--- config.mk ---
export PLATFORM = sky130hd
export DESIGN_NAME = svc_rv_bpred_upd
export DESIGN_NICKNAME = d
export VERILOG_FILES = /design/src/rtl/svc_rv_bpred_upd.sv
export SDC_FILE = /design/constraint.sdc
export NUM_CORES = 1
export LEC_CHECK = 0
export ABC_CLOCK_PERIOD_IN_PS = 9200
export BUFFER_PORTS_ARGS = -buffer_cell sky130_fd_sc_hd__buf_2
export CORE_UTILIZATION = 45
export DETAILED_ROUTE_END_ITERATION = 10
export PLACE_DENSITY = 0.73
export SYNTH_ARGS = -nofsm -noshare
export SYNTH_HDL_FRONTEND = slang
export SYNTH_SLANG_ARGS = --single-unit
--- constraint.sdc ---
create_clock -name clk -period 9.2 [get_ports clk]
set_input_delay 0 -clock clk [delete_from_list [all_inputs] [get_ports clk]]
set_output_delay 0 -clock clk [all_outputs]
set_load 0.01 [all_outputs]
--- src/rtl/svc_rv_bpred_upd.sv ---
// Branch-prediction EX/MEM back end: MEM-stage misprediction/redirect and a
// coalescing FIFO of BTB training updates with saturating statistics.
module svc_rv_bpred_upd #(
    parameter int XLEN     = 32,
    parameter int DEPTH    = 4,
    parameter int RET_MODE = 0,
    parameter int CNT_W    = 16
) (
    input  logic             clk,
    input  logic             rst,
    input  logic             ex_valid,
    input  logic             is_branch_ex,
    input  logic             is_jal_ex,
    input  logic             is_jalr_ex,
    input  logic [4:0]       rd_ex,
    input  logic [4:0]       rs1_ex,
    input  logic             bpred_taken_ex,
    input  logic             branch_taken_ex,
    input  logic [XLEN-1:0]  pc_ex,
    input  logic [XLEN-1:0]  jb_target_ex,
    input  logic [XLEN-1:0]  pred_target_ex,
    output logic             mispredicted_mem,
    output logic [XLEN-1:0]  redirect_pc_mem,
    output logic             btb_upd_valid,
    input  logic             btb_upd_ready,
    output logic [XLEN-1:0]  btb_upd_pc,
    output logic [XLEN-1:0]  btb_upd_target,
    output logic             btb_upd_taken,
    output logic             btb_upd_is_return,
    output logic             upd_full,
    output logic [CNT_W-1:0] mispred_cnt,
    output logic [CNT_W-1:0] drop_cnt
);
    localparam int AW = $clog2(DEPTH);

    typedef struct packed {
        logic            valid;
        logic            is_branch;
        logic            is_jal;
        logic            is_jalr;
        logic [4:0]      rd;
        logic [4:0]      rs1;
        logic            bpred_taken;
        logic            branch_taken;
        logic [XLEN-1:0] pc;
        logic [XLEN-1:0] jb_target;
        logic [XLEN-1:0] pred_target;
    } slot_t;

    typedef struct packed {
        logic [XLEN-1:0] pc;
        logic [XLEN-1:0] target;
        logic            taken;
        logic            is_ret;
    } ent_t;

    slot_t            slot_d, slot_q;
    ent_t             mem_d [DEPTH];
    ent_t             mem_q [DEPTH];
    ent_t             new_ent, head;
    logic [AW:0]      wr_ptr_d, wr_ptr_q, rd_ptr_d, rd_ptr_q;
    logic [AW-1:0]    wr_idx, rd_idx, last_idx;
    logic [CNT_W-1:0] mis_cnt_d, mis_cnt_q, drop_cnt_d, drop_cnt_q;
    logic             ret_rs1_ok, is_ret, taken_act, is_cfi, mispred, predictable;
    logic             empty, full, pop, coalesce, push, drop;

    function automatic logic [CNT_W-1:0] sat_inc(input logic [CNT_W-1:0] v);
        return (&v) ? v : v + CNT_W'(1);
    endfunction

    always_comb begin
        slot_d              = '0;
        slot_d.valid        = ex_valid;
        slot_d.is_branch    = is_branch_ex;
        slot_d.is_jal       = is_jal_ex;
        slot_d.is_jalr      = is_jalr_ex;
        slot_d.rd           = rd_ex;
        slot_d.rs1          = rs1_ex;
        slot_d.bpred_taken  = bpred_taken_ex;
        slot_d.branch_taken = branch_taken_ex;
        slot_d.pc           = pc_ex;
        slot_d.jb_target    = jb_target_ex;
        slot_d.pred_target  = pred_target_ex;
    end

    // MEM-stage evaluation, all from the registered slot
    assign ret_rs1_ok  = (RET_MODE == 0) || (slot_q.rs1 == 5'd1) || (slot_q.rs1 == 5'd5);
    assign is_ret      = slot_q.is_jalr && (slot_q.rd == 5'd0) && ret_rs1_ok;
    assign taken_act   = (slot_q.is_jal || slot_q.is_jalr) ? 1'b1 : slot_q.branch_taken;
    assign is_cfi      = slot_q.is_branch || slot_q.is_jal || slot_q.is_jalr;
    assign mispred     = slot_q.valid && is_cfi &&
                         ((taken_act != slot_q.bpred_taken) ||
                          (taken_act && slot_q.bpred_taken && (slot_q.jb_target != slot_q.pred_target)));
    assign predictable = slot_q.valid && (slot_q.is_branch || slot_q.is_jal || is_ret);

    assign mispredicted_mem = mispred;
    assign redirect_pc_mem  = !mispred ? '0 :
                              taken_act ? slot_q.jb_target : slot_q.pc + XLEN'(4);

    assign new_ent.pc     = slot_q.pc;
    assign new_ent.target = slot_q.jb_target;
    assign new_ent.taken  = taken_act;
    assign new_ent.is_ret = is_ret;

    assign wr_idx   = wr_ptr_q[AW-1:0];
    assign rd_idx   = rd_ptr_q[AW-1:0];
    assign last_idx = wr_idx - AW'(1);
    assign empty    = (wr_ptr_q == rd_ptr_q);
    assign full     = (wr_ptr_q[AW] != rd_ptr_q[AW]) && (wr_idx == rd_idx);
    assign pop      = !empty && btb_upd_ready;

    // A repeat of the newest PC refreshes it in place, unless it is leaving as the head
    assign coalesce = predictable && !empty && (mem_q[last_idx].pc == slot_q.pc) &&
                      !(pop && (last_idx == rd_idx));
    assign push     = predictable && !coalesce && (!full || pop);
    assign drop     = predictable && !coalesce && full && !pop;

    always_comb begin
        mem_d = mem_q;
        if (push)     mem_d[wr_idx]   = new_ent;
        if (coalesce) mem_d[last_idx] = new_ent;
        wr_ptr_d   = push ? wr_ptr_q + (AW+1)'(1) : wr_ptr_q;
        rd_ptr_d   = pop  ? rd_ptr_q + (AW+1)'(1) : rd_ptr_q;
        mis_cnt_d  = mispred ? sat_inc(mis_cnt_q) : mis_cnt_q;
        drop_cnt_d = drop ? sat_inc(drop_cnt_q) : drop_cnt_q;
    end

    always_ff @(posedge clk) begin
        if (rst) begin
            slot_q     <= '0;
            wr_ptr_q   <= '0;
            rd_ptr_q   <= '0;
            mis_cnt_q  <= '0;
            drop_cnt_q <= '0;
        end else begin
            slot_q     <= slot_d;
            wr_ptr_q   <= wr_ptr_d;
            rd_ptr_q   <= rd_ptr_d;
            mis_cnt_q  <= mis_cnt_d;
            drop_cnt_q <= drop_cnt_d;
        end
    end

    always_ff @(posedge clk) begin
        mem_q <= mem_d;
    end

    assign head              = empty ? '0 : mem_q[rd_idx];
    assign btb_upd_valid     = !empty;
    assign btb_upd_pc        = head.pc;
    assign btb_upd_target    = head.target;
    assign btb_upd_taken     = head.taken;
    assign btb_upd_is_return = head.is_ret;
    assign upd_full          = full;
    assign mispred_cnt       = mis_cnt_q;
    assign drop_cnt          = drop_cnt_q;
endmodule

# After elaboration in Yosys (flattened, before gate mapping)
# Cells that the tools add are included.
op_classes:
  n_addsub: 6
  n_lt_le_gt_ge: 5
  eq_ne: 7
  muxes: 18
  bitwise: 5
  n_reduce_logical: 34
ops:
  columns: ["cell", "count"]
  rows:
  - ["$bwmux 264", 2]
  - ["$mux 264", 2]
  - ["$mux 66", 7]
  - ["$bmux 66 s2", 2]
  - ["$demux 66 s2", 2]
  - ["$mux 32", 2]
  - ["$add 16x1->16 const B", 2]
  - ["$add 32x3->32 const B", 1]
  - ["$eq 32x32->1", 1]
  - ["$ne 32x32->1", 1]
  - ["$reduce_and 16->1", 2]
  - ["$logic_and 1x1->1", 18]
  - ["$ge 3x3->1 const B", 3]
  - ["$not 2->3", 3]
  - ["$add 3x1->3 const B", 2]
  - ["$logic_or 1x1->1", 6]
  - ["$lt 3x1->1 const B", 2]
  - ["$logic_not 1->1", 5]
  - ["$logic_not 5->1", 1]
  - ["$eq 2x2->1", 2]
  - ["$reduce_and 2->1", 2]
  - ["$eq 3x3->1", 1]
  - ["$ne 1x1->1", 2]
  - ["$not 1->1", 2]
  - ["2 further kinds", 2]
word_totals:
  register_bits: 409
  input_bits: 115
  out_inout_bits: 133
  wordCells: 105

# Longest topological paths before layout
# Gate-level depths: netlist (run 1).
depth:
  word_depth: 14
  ltp_mapped: 18
  depth_no_buf: 10

# Worst setup path after synthesis (run 1)
# No wires, ideal clock.
synth_path:
  path_kind: "flip-flop to flip-flop"
  startpoint: "register wr_ptr_q[0]"
  endpoint: "register mem_q[138] in the netlist's numbering"
  setup_time_ns: 0.121
  arrival_time_ns: 4.235
  required_ns: 9.079
  slack_ns: 4.844
  stages_incl_launch_ff: 16
  path_buffers: 6
  period_less_slack_ns: 4.356
  path_cell_list: "dfxtp_1 -> buf_2 -> buf_4 -> inv_1 -> buf_2 -> ha_1 -> buf_2 -> buf_2 -> mux2i_1 -> nand2_1 -> a311o_1 -> or4_4 -> nor3_4 -> mux2i_1 -> clkbuf_1 -> mux2_2"
synth_rtl:
  columns: ["element", "line", "rtl"]
  rows:
  - ["start: declaration", "61", "logic [AW:0] wr_ptr_d, wr_ptr_q, rd_ptr_d, rd_ptr_q;"]
  - ["start signal: assignment", "137", "wr_ptr_q <= wr_ptr_d;"]
  - ["end signal: assignment", "145", "mem_q <= mem_d;"]
  - ["end: declaration", "59", "ent_t mem_q [DEPTH];"]

==> results of run 1 <==
==> sequential cells by signal, summed over array words and instances (netlist names) <==
| signal | flops |
|---|---|
| wr_ptr_q | 3 |
| drop_cnt | 16 |
| rd_ptr_q | 3 |
| mem_q | 264 |
| mispred_cnt | 16 |
| new_ent | 64 |
| slot_q | 43 |
==> routing by layer <==
layer	wire length [um]	global-route usage	share of wire
met1	20400	0.295	0.42
met2	23500	0.391	0.49
met3	2570	0.0369	0.053
met4	1740	0.0873	0.036
met5	0	0	0
==> repair_timing <==
item	in CTS	in global routing
hold endpoints to repair	110	0
hold buffers	108	0
resized for setup	0	0
==> critical path, stage by stage, from the launching register on <==
cell and delay (ns):
dfxtp_2 0.32, inv_1 0.20, ha_2 0.83, buf_4 0.35, mux4_2 0.35, xnor2_1 0.18
o21ai_0 0.14, nor4_1 0.63, nand4_1 0.31, nor3_4 0.56, mux2i_4 0.84, buf_4 0.54
mux2_2 0.39
==> cells in the final DEF (no fill, tap or decap), types with 4 or more instances in the layout <==
master and n:
dfxtp_1 406, mux2_2 260, buf_2 241, nor2b_1 178
dlygate4sd3_1 108, mux4_2 87, xnor2_1 75, nor2_1 65
clkbuf_16 43, nand2_1 38, nand3_1 29, a211oi_1 27
xor2_1 25, mux2i_1 23, nand4_1 22, a21oi_1 22
inv_1 18, o21ai_0 15, buf_4 15, nor4_1 14
nor3_1 10, clkbuf_1 10, o31ai_1 9, and3_1 9
mux2_1 9, or3_1 9, or4_1 9, clkbuf_8 9
ha_1 8, and2_1 5, nand2b_1 5, clkinv_2 5
and4_1 4
==> logic make-up (layout without fill, tap and decap cells) <==
kind of cell | Yosys count | count (layout) | synth area share
adder cells (fa/ha/maj) | 9 | 9 | 0.00622
other | 0 | 1 | 0
multiplexers | 384 | 384 | 0.291
buffers and inverters | 144 | 459 | 0.0385
flip-flops | 409 | 409 | 0.452
XOR/XNOR | 100 | 100 | 0.0483
AO/OA/AOI/OAI | 96 | 96 | 0.0361
AND/OR/NAND/NOR | 410 | 410 | 0.127
==> cell usage after synthesis (10+ instances only) <==
cell	instances	area share
mux2_2	260	0.16
buf_6	16	0.0099
buf_1	11	0.0023
a211oi_1	27	0.011
nand3_1	29	0.0080
xor2_1	25	0.012
inv_1	18	0.0037
nor4_1	14	0.0048
buf_2	10	0.0028
o21ai_0	16	0.0044
clkbuf_1	81	0.017
mux2i_1	26	0.014
and3_1	10	0.0035
nor3_1	12	0.0033
mux4_2	87	0.11
nand2_1	38	0.0079
nand4_1	22	0.0076
a21oi_1	22	0.0061
nor2b_1	178	0.061
nor2_1	65	0.013
dfxtp_1	409	0.45
xnor2_1	75	0.036
==> metrics by stage <==
step,std cells,setup slack [ns],total power [mW],hold slack (ns)
floorplan,1552,4.84,2.39,0.128
global placement,2210,3.55,2.55,0.206
detailed placement,2210,3.47,2.57,0.212
CTS,2392,3.45,4.32,0.00228
global route,2393,3.25,4.44,0.0493
finish,2393,3.39,4.28,0.0121
==> area by class of cell <==
cell class | instances | area (sq um) | share of cell area
clock buffer | 62 | 1240 | 0.0561
tap | 525 | 657 | 0.0298
clock inverter | 12 | 164 | 0.00743
antenna | 1 | 2.50 | 0.000113
sequential | 409 | 8200 | 0.372
timing repair buffer | 366 | 2440 | 0.111
multi-input combinational | 999 | 9290 | 0.421
inverter | 19 | 71.3 | 0.00323
==> final timing paths <==
| path | endpoint | slack [ns] |
|---|---|---|
| max | mem_q[159]$_DFF_P_ | 3.39 |
| max reg2reg | mem_q[159]$_DFF_P_ | 3.39 |
| min | mispred_cnt[5]$_SDFFE_PP0P_ | 0.01 |
| min reg2reg | mem_q[90]$_DFF_P_ | 0.48 |
==> power by group <==
part / total (mW) / switching, mW / leakage (nW) / internal [mW]
combinational: 0.548 / 0.231 / 4.92 / 0.317
clock: 1.71 / 0.695 / 0.686 / 1.02
sequential: 2.02 / 0.113 / 3.35 / 1.91
==> flow_metrics.py, run 1 <==
metrics = {
    "logic_synthesis": {
        "postSynthCellCount": 1552,
        "synth_edf_count": 0,
        "ys_warn_count": 0,
        "ys_async_sr_fraction": 0,
        "syn_avg_cell_area_sq_um": 11.7,
        "syn_nets": 1676,
        "synth_ff_type": "dfxtp_1",
        "yosysUniqueCellTypes": 56,
        "yosysSeqAreaShare": 0.452,
        "synth-seq-cells": 409,
        "synth_area_sq_um": 18100,
    },
    "clock_tree": {
        "cts-root-buf": "clkbuf_16",
        "cts.sinks": 409,
        "numCtsBuffers": 42,
        "cts_tree": "done",
        "clk_pin_slew_ns": 0.06,
        "clockBufferDepth": 3,
        "cts_max_level": 2,
        "clk_latency_ns": 0.55,
        "postCtsSetupBuffers": 0,
    },
    "die": {
        "core_sq_um": 39700,
        "die_w_um": 203,
        "die_area_sq_um": 41100,
        "initial_core_util": 0.456,
        "die_y_um": 203,
        "boundaryPins": 248,
        "fp-row-count": 73,
    },
    "worst_setup_path": {
        "startpoint_type": "flop",
        "crit_path_start": "wr_ptr_q[0]$_SDFFE_PP0N_",
        "arrival_ns": 6.23,
        "critPathCaptureType": "flop",
        "r2r_start": "wr_ptr_q[0]$_SDFFE_PP0N_",
        "ff2ff_path_depth": 12,
        "critPathKind": "reg2reg",
        "worstPathMaxFanout": 29,
        "worstPathRequired_ns": 9.62,
    },
    "timing": {
        "rsz0062_at_grt": "false",
        "maxSlewHeadroom": 0.299,
        "fin_crit_ns": 5.81,
        "hold_viol": 0,
        "totalNegativeSetupSlack_ns": 0,
        "setup_violations": 0,
        "worst_pin_slew_ns": 1.04,
        "fin_worst_skew_ns": 0.0235,
        "fmax_mhz": 172,
        "finalCritPeriodShare": 0.631,
        "slew_violations": 0,
    },
    "final_layout": {
        "utilization": 0.555,
        "layout-drive-gt1-share": 0.367,
        "final_area_sq_um": 22100,
        "nets": 1961,
        "nFillCells": 3376,
        "syn_to_final_growth_pct": 21.8,
    },
    "global_route": {
        "grt_start_max_net_pins": 83,
        "grt_pass1_vias": 13100,
        "grt-ovfl-total": 0,
        "grt_antenna_before_repair": 1,
        "track_usage": 0.230,
        "grt_pass1_wl_um": 73700,
    },
    "worst_hold_path": {
        "hold_start": "rst",
        "min_delay_path_depth": 2,
        "hold_class": "in2reg",
    },
    "routing": {
        "avgRoutedWirePerCell_um": 20.1,
        "num_vias": 13100,
        "viasPerCell": 5.49,
        "drc": 1,
        "wl_um": 48200,
        "ant_nets": 0,
        "drt_iter0_drc": 838,
        "first_pass_iters": 8,
    },
    "placed_design": {
        "io_buffers": 242,
        "placed_cell_area_sq_um": 19600,
        "hpwl_um": 31800,
        "place_congestion": 0.839,
    },
    "power": {
        "power.leakage_nw": 8.96,
        "power.density_nw_per_um2": 194,
        "vdd_drop_max_mv": 0.118,
    },
    "status": {
        "status": "finished with violations",
        "violations": "DRC",
    },
    "flow_run": {
        "drv_cap": 0,
    },
}
Power figures use the tool's default switching activity.
==> inputs of run 2 (changes only) <==
--- a/config.mk
+++ b/config.mk
@@ -5,11 +5,12 @@
 export SDC_FILE = /design/constraint.sdc
 export NUM_CORES = 1
 export LEC_CHECK = 0
-export ABC_CLOCK_PERIOD_IN_PS = 9200
+export ABC_AREA = 1
+export ABC_CLOCK_PERIOD_IN_PS = 5600
 export BUFFER_PORTS_ARGS = -buffer_cell sky130_fd_sc_hd__buf_2
 export CORE_UTILIZATION = 45
 export DETAILED_ROUTE_END_ITERATION = 10
-export PLACE_DENSITY = 0.73
+export PLACE_DENSITY = 0.72
 export SYNTH_ARGS = -nofsm -noshare
 export SYNTH_HDL_FRONTEND = slang
 export SYNTH_SLANG_ARGS = --single-unit
==> constraint.sdc (replaced) <==
create_clock -name clk -period 5.6 [get_ports clk]
set_input_delay 0 -clock clk [delete_from_list [all_inputs] [get_ports clk]]
set_output_delay 0 -clock clk [all_outputs]
set_load 0.01 [all_outputs]
==> run 2 against run 1 <==
Compared with the run above:
- the flow now finishes without violations
- first-iteration DRC count is 130% higher
- count of clock-buffer cells in the layout is 2 lower
- flip-flop and latch count did not move
- cell count increased by 70%
- setup slack worse by 2.1 ns
- core utilization grew 0.50 points
- critical path depth rose by 6
- power rose by 110%
- critical endpoint is now mem_q[107]$_DFF_P_
- largest power group unchanged
==> flow_metrics.py, run 2 <==
metrics = {
    "status": {
        "status": "finished clean",
    },
    "timing": {
        "fin_worst_skew_ns": 0.0275,
        "slew_violations": 0,
        "hold_viol": 0,
        "setup_violations": 0,
        "maxSlewHeadroom": 0.331,
        "fin_crit_ns": 4.34,
        "rsz0062_at_grt": "false",
        "totalNegativeSetupSlack_ns": 0,
        "worst_pin_slew_ns": 1.00,
        "finalCritPeriodShare": 0.775,
        "fmax_mhz": 230,
    },
    "clock_tree": {
        "cts_tree": "done",
        "cts_max_level": 2,
        "cts_resized": 0,
        "clk_pin_slew_ns": 0.06,
        "numCtsBuffers": 45,
        "clockBufferDepth": 3,
        "clk_latency_ns": 0.61,
        "cts-root-buf": "clkbuf_16",
        "cts.sinks": 409,
    },
    "placed_design": {
        "place_congestion": 0.933,
        "io_buffers": 242,
        "hpwl_um": 42000,
        "dp_cells": 3810,
    },
    "power": {
        "power.leakage_nw": 12.6,
        "power.density_nw_per_um2": 354,
        "total_power_mw": 8.82,
        "vdd_drop_max_mv": 0.230,
    },
    "routing": {
        "first_pass_iters": 7,
        "ant_nets": 0,
        "avgRoutedWirePerCell_um": 16.7,
        "num_vias": 21000,
        "viasPerCell": 5.18,
        "drc": 0,
        "drt_iter0_drc": 1955,
        "wl_um": 67600,
    },
    "global_route": {
        "grt_start_max_net_pins": 104,
        "grt_antenna_before_repair": 1,
        "grt-ovfl-total": 0,
        "grt_pass1_vias": 20000,
        "grt_pass1_wl_um": 108000,
        "track_usage": 0.291,
    },
    "final_layout": {
        "largest_reg_flops": 264,
        "seqCellArea_sq_um": 8200,
        "final_common_cell": "nand2_1",
        "nFillCells": 4220,
        "syn_to_final_growth_pct": 22.0,
        "nets": 3556,
        "multi_input_area_sq_um": 9800,
        "mostFrequentLayoutCells": "nand2_1, inv_1, dfxtp_1",
        "fin_cells": 4058,
        "layout-drive-gt1-share": 0.105,
        "regMostFlops": "mem_q",
    },
    "logic_synthesis": {
        "yosysSeqAreaShare": 0.401,
        "synth_edf_count": 0,
        "synth_ff_type": "dfxtp_1",
        "postSynthCellCount": 3148,
        "yosys-top-cells-area": "dfxtp_1, nand2_1, inv_1",
        "syn_avg_cell_area_sq_um": 6.49,
        "ys_top_cells_by_count": "nand2_1, inv_1, dfxtp_1",
        "synth-seq-cells": 409,
        "synth_largest_area_cell": "dfxtp_1",
        "yosysUniqueCellTypes": 34,
        "synth_top_area_frac": 0.401,
        "synth.most_common_cell": "nand2_1",
        "syn_nets": 3272,
        "ys_async_sr_fraction": 0,
        "ys_warn_count": 0,
        "synth_area_sq_um": 20400,
    },
    "die": {
        "die_area_sq_um": 46300,
        "boundaryPins": 248,
        "die_y_um": 215,
        "initial_core_util": 0.459,
        "die_w_um": 215,
        "core_sq_um": 44500,
        "fp-row-count": 77,
    },
    "worst_setup_path": {
        "worstPathRequired_ns": 6.07,
        "worstPathMaxFanout": 67,
        "arrival_ns": 4.81,
        "startpoint_type": "flop",
        "critPathCaptureType": "flop",
        "critPathKind": "reg2reg",
    },
    "flow_run": {
        "drv_cap": 0,
    },
    "worst_hold_path": {
        "hold_class": "in2reg",
    },
}
## run 2: cell count changes after synthesis, moves of 94 or more
cell,change
nor2_1,+211
o21ai_0,+207
a21oi_1,+94
mux2_2,-260
nor2b_1,-178
nand3_1,+243
nand2_1,+875
inv_1,+400
## run 2: kinds of logic (layout without fill, tap and decap cells)
family,count (synthesis),after routing,share of synthesized area
AOI/OAI and AO/OA,418,418,0.104
xor gates and xnor gates,78,78,0.0334
adders and majority gates,9,9,0.00551
buffers and inverters,623,940,0.122
DFF,409,409,0.401
other,0,1,0
and+or+nand+nor,1611,1611,0.334
## run 2: repair_timing
| item | CTS | global route |
|---|---|---|
| endpoints found under the hold margin | 110 | 0 |
| hold buffers | 167 | 0 |
| setup buffers | 0 | 0 |
## run 2: stage by stage
stage                     setup slack, ns  hold slack, ns   util  cell area [sq um]
after floorplan                      2.64           0.107      -              20400
after global placement               1.32           0.200  0.489              21800
after detailed placement             1.29           0.206  0.489              21800
after CTS                            1.26           0.120  0.560              24900
after global routing                0.888           0.166  0.560              24900
final                                1.26           0.138  0.560              24900
## run 2: area by class of cell
type,instances,area share
diodes,1,0.000100
clock buffers,60,0.0498
clock inverters,20,0.0102
inverters,424,0.0638
multi-input cells,2116,0.393
flip-flops and latches,409,0.329
well taps,592,0.0297
repair buffers,436,0.125
## run 2: path summary, 6_finish.rpt
path / from / to / slack [ns] / depth (start not counted)
worst max-delay path: wr_ptr_q[1]$_SDFFE_PP0N_ / mem_q[107]$_DFF_P_ / 1.26 / 18
worst min-delay path: pred_target_ex[0] / slot_q[0]$_SDFF_PP0_ / 0.14 / 4
worst max register to register: wr_ptr_q[1]$_SDFFE_PP0N_ / mem_q[107]$_DFF_P_ / 1.26 / 18
worst min register to register: mem_q[162]$_DFF_P_ / mem_q[162]$_DFF_P_ / 0.46 / 2
## run 2: metal layers
layer | vias up | GRT usage | part of all wire
met5 | - | 0 | 0
met4 | 0 | 0.154 | 0.049
met3 | 190 | 0.0638 | 0.092
met2 | 945 | 0.456 | 0.44
met1 | 9489 | 0.373 | 0.42
li1 | 10400 | - | -
## run 2: where the power goes
| part | switching (mW) | internal (mW) | leakage (nW) |
|---|---|---|---|
| Clock | 1.26 | 1.80 | 0.742 |
| Sequential | 0.296 | 3.36 | 3.39 |
| Combinational | 1.29 | 0.820 | 8.43 |
## run 2: worst max-delay path, stage by stage, from the launching register on
cell,delay (ns)
dfxtp_1,0.37
inv_1,0.11
ha_1,0.31
inv_2,0.51
nand3_1,0.23
nand2_1,0.11
nand2_1,0.10
nand2_1,0.09
inv_1,0.04
nand2_1,0.05
nor2_1,0.04
nand2_1,0.09
nor2_2,0.08
nand4_1,0.09
buf_4,0.72
nand2_2,0.70
buf_12,0.41
nand2_1,0.09
nand2_1,0.06
